## config.mk

```make
export PLATFORM = sky130hd
export DESIGN_NAME = tmeasure_multi_flat
export DESIGN_NICKNAME = d
export VERILOG_FILES = /design/src/rtl/tmeasure_multi_pkg.sv /design/src/rtl/tmeasure_multi_if.sv /design/src/rtl/tmeasure_multi_channel.sv /design/src/rtl/tmeasure_multi.sv /design/src/flat_wrapper.sv
export SDC_FILE = /design/constraint.sdc
export NUM_CORES = 1
export LEC_CHECK = 0
export CELL_PAD_IN_SITES_DETAIL_PLACEMENT = 0
export CELL_PAD_IN_SITES_GLOBAL_PLACEMENT = 1
export CORE_ASPECT_RATIO = 0.6
export CORE_MARGIN = 8
export CORE_UTILIZATION = 43
export CTS_BUF_LIST = sky130_fd_sc_hd__clkbuf_8 sky130_fd_sc_hd__clkbuf_16
export DETAILED_ROUTE_END_ITERATION = 7
export HOLD_SLACK_MARGIN = 0.1
export PLACE_DENSITY = 0.88
export SYNTH_ARGS = -nofsm -noshare
export SYNTH_HDL_FRONTEND = slang
export SYNTH_SLANG_ARGS = --single-unit
```

## constraint.sdc

```tcl
create_clock -name clk -period 2.9 [get_ports clk]
set_input_delay 0.58 -clock clk [delete_from_list [all_inputs] [get_ports clk]]
set_output_delay 0.58 -clock clk [all_outputs]
set_load 0.01 [all_outputs]
```

## src/rtl/tmeasure_multi_pkg.sv

```systemverilog
// Shared types for the multi-channel period/pulse-width meter.
// Optional timeout feature is enabled by defining TMEAS_TIMEOUT_EN.
package tmeasure_pkg;

  typedef enum logic [1:0] {
    M_PERIOD = 2'd0,
    M_HIGH   = 2'd1,
    M_LOW    = 2'd2
  } mode_t;

  typedef enum logic [3:0] {
    IDLE = 4'b0001,
    ARM  = 4'b0010,
    RUN  = 4'b0100,
    DONE = 4'b1000
  } top_state_t;

  typedef enum logic [1:0] {
    C_IDLE  = 2'd0,
    C_WAIT  = 2'd1,
    C_COUNT = 2'd2,
    C_DONE  = 2'd3
  } chan_state_t;

  // Reserved encoding 3 measures the full period.
  function automatic mode_t decode_mode(
    input logic [1:0] m
  );
    mode_t r;
    case (m)
      2'd1:    r = M_HIGH;
      2'd2:    r = M_LOW;
      default: r = M_PERIOD;
    endcase
    return r;
  endfunction

endpackage

```

## src/rtl/tmeasure_multi_if.sv

```systemverilog
// Host handshake and result bus of the period/pulse-width meter.
// master = frequency-meter host, slave = tmeasure_multi.
interface tmeasure_multi_if #(
  parameter int NCH    = 4,
  parameter int CNT_W  = 32,
  parameter int NPER_W = 8
) ();

  logic                        start;
  logic [1:0]                  mode;
  logic [NPER_W-1:0]           nper;
  logic                        abort;
  logic                        busy;
  logic                        done;
  logic [NCH-1:0][CNT_W-1:0]   val;
  logic [NCH-1:0]              ovf;
  logic [NCH-1:0]              tmo;

  modport master (
    output start, mode, nper, abort,
    input  busy, done, val, ovf, tmo
  );

  modport slave (
    input  start, mode, nper, abort,
    output busy, done, val, ovf, tmo
  );

endinterface

```

## src/rtl/tmeasure_multi_channel.sv

```systemverilog
// One measured wave: 2-FF synchroniser, edge detect, channel FSM,
// saturating cycle accumulator with sticky overflow and timeout flags.
module tmeasure_channel
  import tmeasure_pkg::*;
#(
  parameter int CNT_W  = 32,
  parameter int NPER_W = 8
) (
  input  logic              clk,
  input  logic              rst_n,
  input  logic              wave_i,
  input  logic              start_i,
  input  logic              abort_i,
  input  logic              force_i,
  input  mode_t             mode_i,
  input  logic [NPER_W-1:0] nper_i,
  output logic              done_o,
  output logic [CNT_W-1:0]  val_o,
  output logic              ovf_o,
  output logic              tmo_o
);

  logic        s1_q;
  logic        s2_q;
  logic        s3_q;
  logic        rise;
  logic        last;
  logic        inc;

  chan_state_t st_q;
  chan_state_t st_d;

  logic [NPER_W-1:0] edge_q;
  logic [NPER_W-1:0] edge_d;
  logic [CNT_W-1:0]  cnt_q;
  logic [CNT_W-1:0]  cnt_d;
  logic              ovf_q;
  logic              ovf_d;
  logic              tmo_q;
  logic              tmo_d;

  // s2_q is the synchronised wave, s3_q its one-cycle delay
  always_ff @(posedge clk or negedge rst_n) begin
    if (!rst_n) begin
      s1_q <= 1'b0;
      s2_q <= 1'b0;
      s3_q <= 1'b0;
    end else begin
      s1_q <= wave_i;
      s2_q <= s1_q;
      s3_q <= s2_q;
    end
  end

  assign rise = s2_q & ~s3_q;
  assign last = rise &&
    ({1'b0, edge_q} + 1'b1 == {1'b0, nper_i});

  assign inc = (mode_i == M_PERIOD)
             | ((mode_i == M_HIGH) & s2_q)
             | ((mode_i == M_LOW) & ~s2_q);

  always_ff @(posedge clk or negedge rst_n) begin
    if (!rst_n) begin
      st_q <= C_IDLE;
    end else begin
      st_q <= st_d;
    end
  end

  always_comb begin
    st_d = st_q;
    if (abort_i) begin
      st_d = C_IDLE;
    end else if (start_i) begin
      st_d = C_WAIT;
    end else if (force_i && st_q != C_DONE) begin
      st_d = C_DONE;
    end else begin
      case (st_q)
        C_WAIT:  if (rise) st_d = C_COUNT;
        C_COUNT: if (last) st_d = C_DONE;
        default: st_d = st_q;
      endcase
    end
  end

  always_ff @(posedge clk or negedge rst_n) begin
    if (!rst_n) begin
      edge_q <= '0;
      cnt_q  <= '0;
      ovf_q  <= 1'b0;
      tmo_q  <= 1'b0;
    end else begin
      edge_q <= edge_d;
      cnt_q  <= cnt_d;
      ovf_q  <= ovf_d;
      tmo_q  <= tmo_d;
    end
  end

  // Abort freezes the partial result; start clears it.
  always_comb begin
    edge_d = edge_q;
    cnt_d  = cnt_q;
    ovf_d  = ovf_q;
    tmo_d  = tmo_q;
    if (abort_i) begin
      edge_d = edge_q;
    end else if (start_i) begin
      edge_d = '0;
      cnt_d  = '0;
      ovf_d  = 1'b0;
      tmo_d  = 1'b0;
    end else if (force_i && st_q != C_DONE) begin
      tmo_d = 1'b1;
    end else if (st_q == C_COUNT) begin
      if (rise) edge_d = edge_q + 1'b1;
      if (inc) begin
        if (cnt_q == '1) ovf_d = 1'b1;
        else             cnt_d = cnt_q + 1'b1;
      end
    end
  end

  assign done_o = (st_q == C_DONE);
  assign val_o  = cnt_q;
  assign ovf_o  = ovf_q;
  assign tmo_o  = tmo_q;

endmodule

```

## src/rtl/tmeasure_multi.sv

```systemverilog
// Multi-channel period/pulse-width meter: host handshake FSM over NCH channels.
// Define TMEAS_TIMEOUT_EN to add the RUN-state cycle limit (TIMEOUT_CYC).
module tmeasure_multi
  import tmeasure_pkg::*;
#(
  parameter int NCH    = 4,
  parameter int CNT_W  = 32,
  parameter int NPER_W = 8
`ifdef TMEAS_TIMEOUT_EN
  ,
  parameter int TIMEOUT_CYC = 2**24
`endif
) (
  input  logic               clk,
  input  logic               rst_n,
  input  logic [NCH-1:0]     wave,
  tmeasure_multi_if.slave    bus
);

  top_state_t state_q;
  top_state_t state_d;

  mode_t             mode_q;
  logic [NPER_W-1:0] nper_q;

  logic accept;
  logic chan_start;
  logic chan_abort;
  logic tmo_force;

  logic [NCH-1:0]            chan_done;
  logic [NCH-1:0][CNT_W-1:0] val_w;
  logic [NCH-1:0]            ovf_w;
  logic [NCH-1:0]            tmo_w;

  assign accept = (state_q == IDLE) & bus.start & ~bus.abort;

  always_ff @(posedge clk or negedge rst_n) begin
    if (!rst_n) begin
      state_q <= IDLE;
    end else begin
      state_q <= state_d;
    end
  end

  always_comb begin
    state_d = state_q;
    unique case (1'b1)
      (state_q == IDLE): if (accept) state_d = ARM;
      (state_q == ARM):  state_d = bus.abort ? IDLE : RUN;
      (state_q == RUN): begin
        if (bus.abort)        state_d = IDLE;
        else if (&chan_done)  state_d = DONE;
      end
      (state_q == DONE): state_d = IDLE;
      default:           state_d = IDLE;
    endcase
  end

  always_comb begin
    bus.busy   = 1'b1;
    bus.done   = 1'b0;
    chan_start = 1'b0;
    chan_abort = 1'b0;
    unique case (1'b1)
      (state_q == IDLE): bus.busy = 1'b0;
      (state_q == ARM): begin
        chan_start = 1'b1;
        chan_abort = bus.abort;
      end
      (state_q == RUN):  chan_abort = bus.abort;
      (state_q == DONE): bus.done = 1'b1;
      default:           bus.busy = 1'b0;
    endcase
  end

  always_ff @(posedge clk or negedge rst_n) begin
    if (!rst_n) begin
      mode_q <= M_PERIOD;
      nper_q <= '0;
    end else if (accept) begin
      mode_q <= decode_mode(bus.mode);
      nper_q <= (bus.nper == '0) ? NPER_W'(1) : bus.nper;
    end
  end

`ifdef TMEAS_TIMEOUT_EN
  logic [31:0] run_cnt_q;
  logic [31:0] run_cnt_d;

  always_ff @(posedge clk or negedge rst_n) begin
    if (!rst_n) begin
      run_cnt_q <= '0;
    end else begin
      run_cnt_q <= run_cnt_d;
    end
  end

  always_comb begin
    run_cnt_d = run_cnt_q;
    if (state_q == ARM)      run_cnt_d = '0;
    else if (state_q == RUN) run_cnt_d = run_cnt_q + 32'd1;
  end

  // Fires on the TIMEOUT_CYC-th RUN cycle.
  assign tmo_force = (state_q == RUN) && !bus.abort &&
                     (run_cnt_q == 32'(TIMEOUT_CYC - 1));
`else
  assign tmo_force = 1'b0;
`endif

  for (genvar i = 0; i < NCH; i++) begin : g_ch
    tmeasure_channel #(
      .CNT_W  (CNT_W),
      .NPER_W (NPER_W)
    ) u_ch (
      .clk     (clk),
      .rst_n   (rst_n),
      .wave_i  (wave[i]),
      .start_i (chan_start),
      .abort_i (chan_abort),
      .force_i (tmo_force),
      .mode_i  (mode_q),
      .nper_i  (nper_q),
      .done_o  (chan_done[i]),
      .val_o   (val_w[i]),
      .ovf_o   (ovf_w[i]),
      .tmo_o   (tmo_w[i])
    );
  end

  assign bus.val = val_w;
  assign bus.ovf = ovf_w;
  assign bus.tmo = tmo_w;

endmodule

```

## src/flat_wrapper.sv

```systemverilog
// flat-port wrapper written by rule: the top's interface ports become plain ports
module tmeasure_multi_flat import tmeasure_pkg::*;
#(
  parameter int NCH    = 4,
  parameter int CNT_W  = 32,
  parameter int NPER_W = 8

)
  (clk, rst_n, wave, bus_start, bus_mode, bus_nper, bus_abort, bus_busy, bus_done, bus_val, bus_ovf, bus_tmo);
  tmeasure_multi_if #(.NCH(NCH), .CNT_W(CNT_W), .NPER_W(NPER_W)) bus_i ();
  input  logic clk;
  input  logic rst_n;
  input  logic [NCH-1:0] wave;
  input wire logic [$bits(bus_i.start)-1:0] bus_start;
  input wire logic [$bits(bus_i.mode)-1:0] bus_mode;
  input wire logic [$bits(bus_i.nper)-1:0] bus_nper;
  input wire logic [$bits(bus_i.abort)-1:0] bus_abort;
  output wire logic [$bits(bus_i.busy)-1:0] bus_busy;
  output wire logic [$bits(bus_i.done)-1:0] bus_done;
  output wire logic [$bits(bus_i.val)-1:0] bus_val;
  output wire logic [$bits(bus_i.ovf)-1:0] bus_ovf;
  output wire logic [$bits(bus_i.tmo)-1:0] bus_tmo;
  assign bus_i.start = bus_start;
  assign bus_i.mode = bus_mode;
  assign bus_i.nper = bus_nper;
  assign bus_i.abort = bus_abort;
  assign bus_busy = bus_i.busy;
  assign bus_done = bus_i.done;
  assign bus_val = bus_i.val;
  assign bus_ovf = bus_i.ovf;
  assign bus_tmo = bus_i.tmo;
  tmeasure_multi #(.NCH(NCH), .CNT_W(CNT_W), .NPER_W(NPER_W)) u_core (.clk(clk), .rst_n(rst_n), .wave(wave), .bus(bus_i));
endmodule
```

==> out/metrics.yaml <==
cts:
  post_cts.repair.setup_buffers: 0
  clk_latency_ns: 0.45
  clockRootBuffer: "clkbuf_16"
  cts_made_buffers: 17
  clk_path_buf_depth: 2
  ctsResizeCount: 0
  htree_levels: 4
  cts.sinks: 198
  ctsHoldBuffers: 0
  path_clk_slew_ns: 0.08
  cts_tree: "yes"
floorplanning:
  die_w_um: 226
  dieArea_mm2: 0.0321
  floorplan.initialDensity: 0.434
  rows: 46
  core-area_mm2: 0.0262
  ioPinCount: 156
  die_h_um: 142
sta:
  fin_tns_setup_ns: 0
  period_needed_ns: 2.63
  min_period_over_period: 0.907
  hold_viol: 0
  holdWs_ns: 0.149
  setup_ws_ns: 0.269
  drv_slew: 0
  rsz0062_at_grt: "no"
  setup_viol: 0
  worstMarginPinSlew_ns: 0.912
  max_slew_margin: 0.387
  clock.fmax_ghz: 0.380
  skew_ns: 0.0120
synth:
  synth_fa_ha_area_frac: 0.0220
  ys_async_sr_fraction: 1.00
  synthCells: 1229
  synth-simple-area-share: 0.274
  synth_mux_area_frac: 0.0165
  synth_area_per_cell_um2: 9.25
  synth_area_leaders: "dfrtp_1 (43%), xor2_1 (6.8%), nor2_1 (4.9%), nand2_1 (3.3%), xnor2_1 (3.3%)"
  synth_area_mm2: 0.0114
  synth_top_family_by_area: "simple AND/OR/NAND/NOR gates"
  synth_top_area_share: 0.434
  synthFlopType: "dfrtp_1"
  ys_ff_latch: 198
  yosys_warnings: 0
  synth_edf_count: 0
  synth-seq-area-share: 0.436
  synth_xor_xnor_area_share: 0.103
  synth-compound-area-share: 0.107
  yosysTopAreaCell: "dfrtp_1"
  ys_types: 74
routing:
  viasPerCell: 5.63
  wl_per_cell_um: 18.4
  route.detailed.drc: 0
  vias: 9823
  firstDrtPassIters: 5
  first_iter_violations: 924
  final_antenna_net_count: 0
  drt-total-wl_um: 32200
pwr:
  p_int_uw: 5970
  pwr-share-clk: 0.262
  combinationalPowerShare: 0.313
  vdd_ir_drop_max_uv: 344
  pwr-share-seq: 0.425
  powerDensity_mw_per_mm2: 681
  switching_share: 0.370
  p_leak_uw: 0.00584
  p_switching_uw: 3510
worst_setup_path:
  cp-start-kind: "flop"
  worstPathArrival_ns: 2.97
  cp_top_family: "simple AND/OR/NAND/NOR gates"
  cp_slowest_cell: "nor4_1"
  path_cells: "nor4b_4 > buf_12 > a21oi_2 > nor4_1 > nand4_1 > xor2_1 > nor2_1"
  crit-reg2reg-launch: "u_core.state_q[2]"
  max_stage_delay_ns: 0.73
  cp_max_fo: 22
  startpoint: "u_core.state_q[2]"
  path_class: "flop to flop"
  crit_buf_inv: 1
  cp-end-kind: "flop"
  worstPathRequired_ns: 3.24
final_layout:
  antenna_cells: 0
  area_growth_syn_to_layout_pct: 22.5
  n_fill_cell: 2323
  drive_gt1_frac: 0.0758
  final_nets: 1411
  layout_commonest_cell: "dfrtp_1"
  final_cell_mix: "dfrtp_1 (197), clkdlybuf4s50_1 (150), nor2_1 (147)"
  fin_area_mm2: 0.0139
global_route:
  antenna_found_initial: 0
  first_global_vias: 9355
  grt_pass1_wl_um: 52700
  grt_overflow: 0
  grt_usage: 0.204
  grt_start_max_net_pins: 72
min_path:
  hp-class: "input port to async pin"
job:
  maxCapViolations: 0
run_status:
  status: "finished, final reports clean"
placed_design:
  place.gp.congestion: 0.847
  place_ws_ns: 0.225
  placed_area_mm2: 0.0133
  dpl.hpwl_um: 23200
  port_buffers: 151
## worst paths after layout
path / to / slack, ns / cells past startpoint
max: u_core.g_ch[3].u_ch.val_o[16] / 0.27 / 7
min: u_core.g_ch[1].u_ch.edge_q[5] / 0.15 / 1
max reg2reg: u_core.g_ch[3].u_ch.val_o[16] / 0.27 / 7
min reg2reg: u_core.g_ch[2].u_ch.s2_q / 0.35 / 0
max in group asynchronous: u_core.state_q[0] / 1.88 / 2
min in group clk: u_core.g_ch[2].u_ch.s2_q / 0.35 / 0
## worst register-to-register path: stages, from the launching register on
cell,delay (ns)
dfrtp_1,0.51
nor4b_4,0.50
buf_12,0.23
a21oi_2,0.12
nor4_1,0.73
nand4_1,0.20
xor2_1,0.18
nor2_1,0.06
## cell families (layout without fill, tap and decap cells)
kind of cell | count (synthesis) | in the layout
xor+xnor | 132 | 132
buf+inv | 89 | 243
compound gates | 191 | 191
fa+ha+maj | 20 | 20
simple gates | 580 | 580
flops | 198 | 198
other cells | 1 | 4
mux | 18 | 18
## Yosys cell counts, types with 4 or more instances
cell type / n
a211oi_1: 6
nand3_1: 66
nor3b_1: 4
ha_1: 20
nor4_1: 20
o2111ai_1: 6
nand3b_1: 4
mux2_2: 6
nand4_1: 58
and3_1: 45
xnor2_1: 43
mux2i_1: 12
nand4b_1: 8
nor2b_1: 10
buf_4: 11
o31ai_1: 17
nand2_1: 101
a31oi_1: 12
and4_1: 14
o211ai_1: 18
and2_1: 11
a21oi_1: 33
nor2_1: 147
inv_1: 21
or3_1: 20
buf_6: 4
buf_2: 21
o41ai_1: 4
nor3_1: 21
o31a_1: 5
nand2b_1: 14
xor2_1: 88
o21ai_0: 68
clkbuf_1: 28
dfrtp_1: 197
or4_1: 9
## power groups by stage
stage | Sequential, uW | Clock (uW) | Combinational, uW
after floorplan | 3810 | 0 | 2020
after global placement | 4040 | 0 | 2870
after detailed placement | 4060 | 0 | 2950
after CTS | 4010 | 2540 | 2970
after global routing | 4130 | 2670 | 3310
final | 4030 | 2490 | 2960
## sequential cells by signal, indices dropped and copies added (netlist names)
register and count:
u_core.g_ch.u_ch.val_o 128, u_core.g_ch.u_ch.edge_q 32, u_core.g_ch.u_ch.st_q 8, u_core.nper_q 8, u_core.g_ch.u_ch.ovf_o 4, u_core.g_ch.u_ch.s1_q 4
u_core.g_ch.u_ch.s2_q 4, u_core.g_ch.u_ch.s3_q 4, u_core.state_q 4, u_core.mode_q 2
## final cells by class
class	count	area [um^2]	share of cell area
Timing Repair Buffer	189	1860	0.134
Multi-Input combinational cell	945	5960	0.428
Tap cell	360	450	0.0324
Clock inverter	12	139	0.00998
Sequential cell	198	4960	0.356
Inverter	22	82.6	0.00593
Clock buffer	20	467	0.0335
## per-layer routing
layer  global-route usage  routed length (um)
met1                0.313               16300
met2                0.283               13300
met3               0.0499                2270
met4               0.0470                 329
met5                    0                   0
## through the flow
| step | util | std cells | power [uW] |
|---|---|---|---|
| 2_1_floorplan | - | 1232 | 5830 |
| 3_3_place_gp | 0.508 | 1714 | 6920 |
| 3_5_place_dp | 0.508 | 1714 | 7010 |
| 4_1_cts | 0.532 | 1746 | 9520 |
| 5_1_grt | 0.532 | 1746 | 10100 |
| 6_report | 0.532 | 1746 | 9480 |
Power figures use the tool's default switching activity.
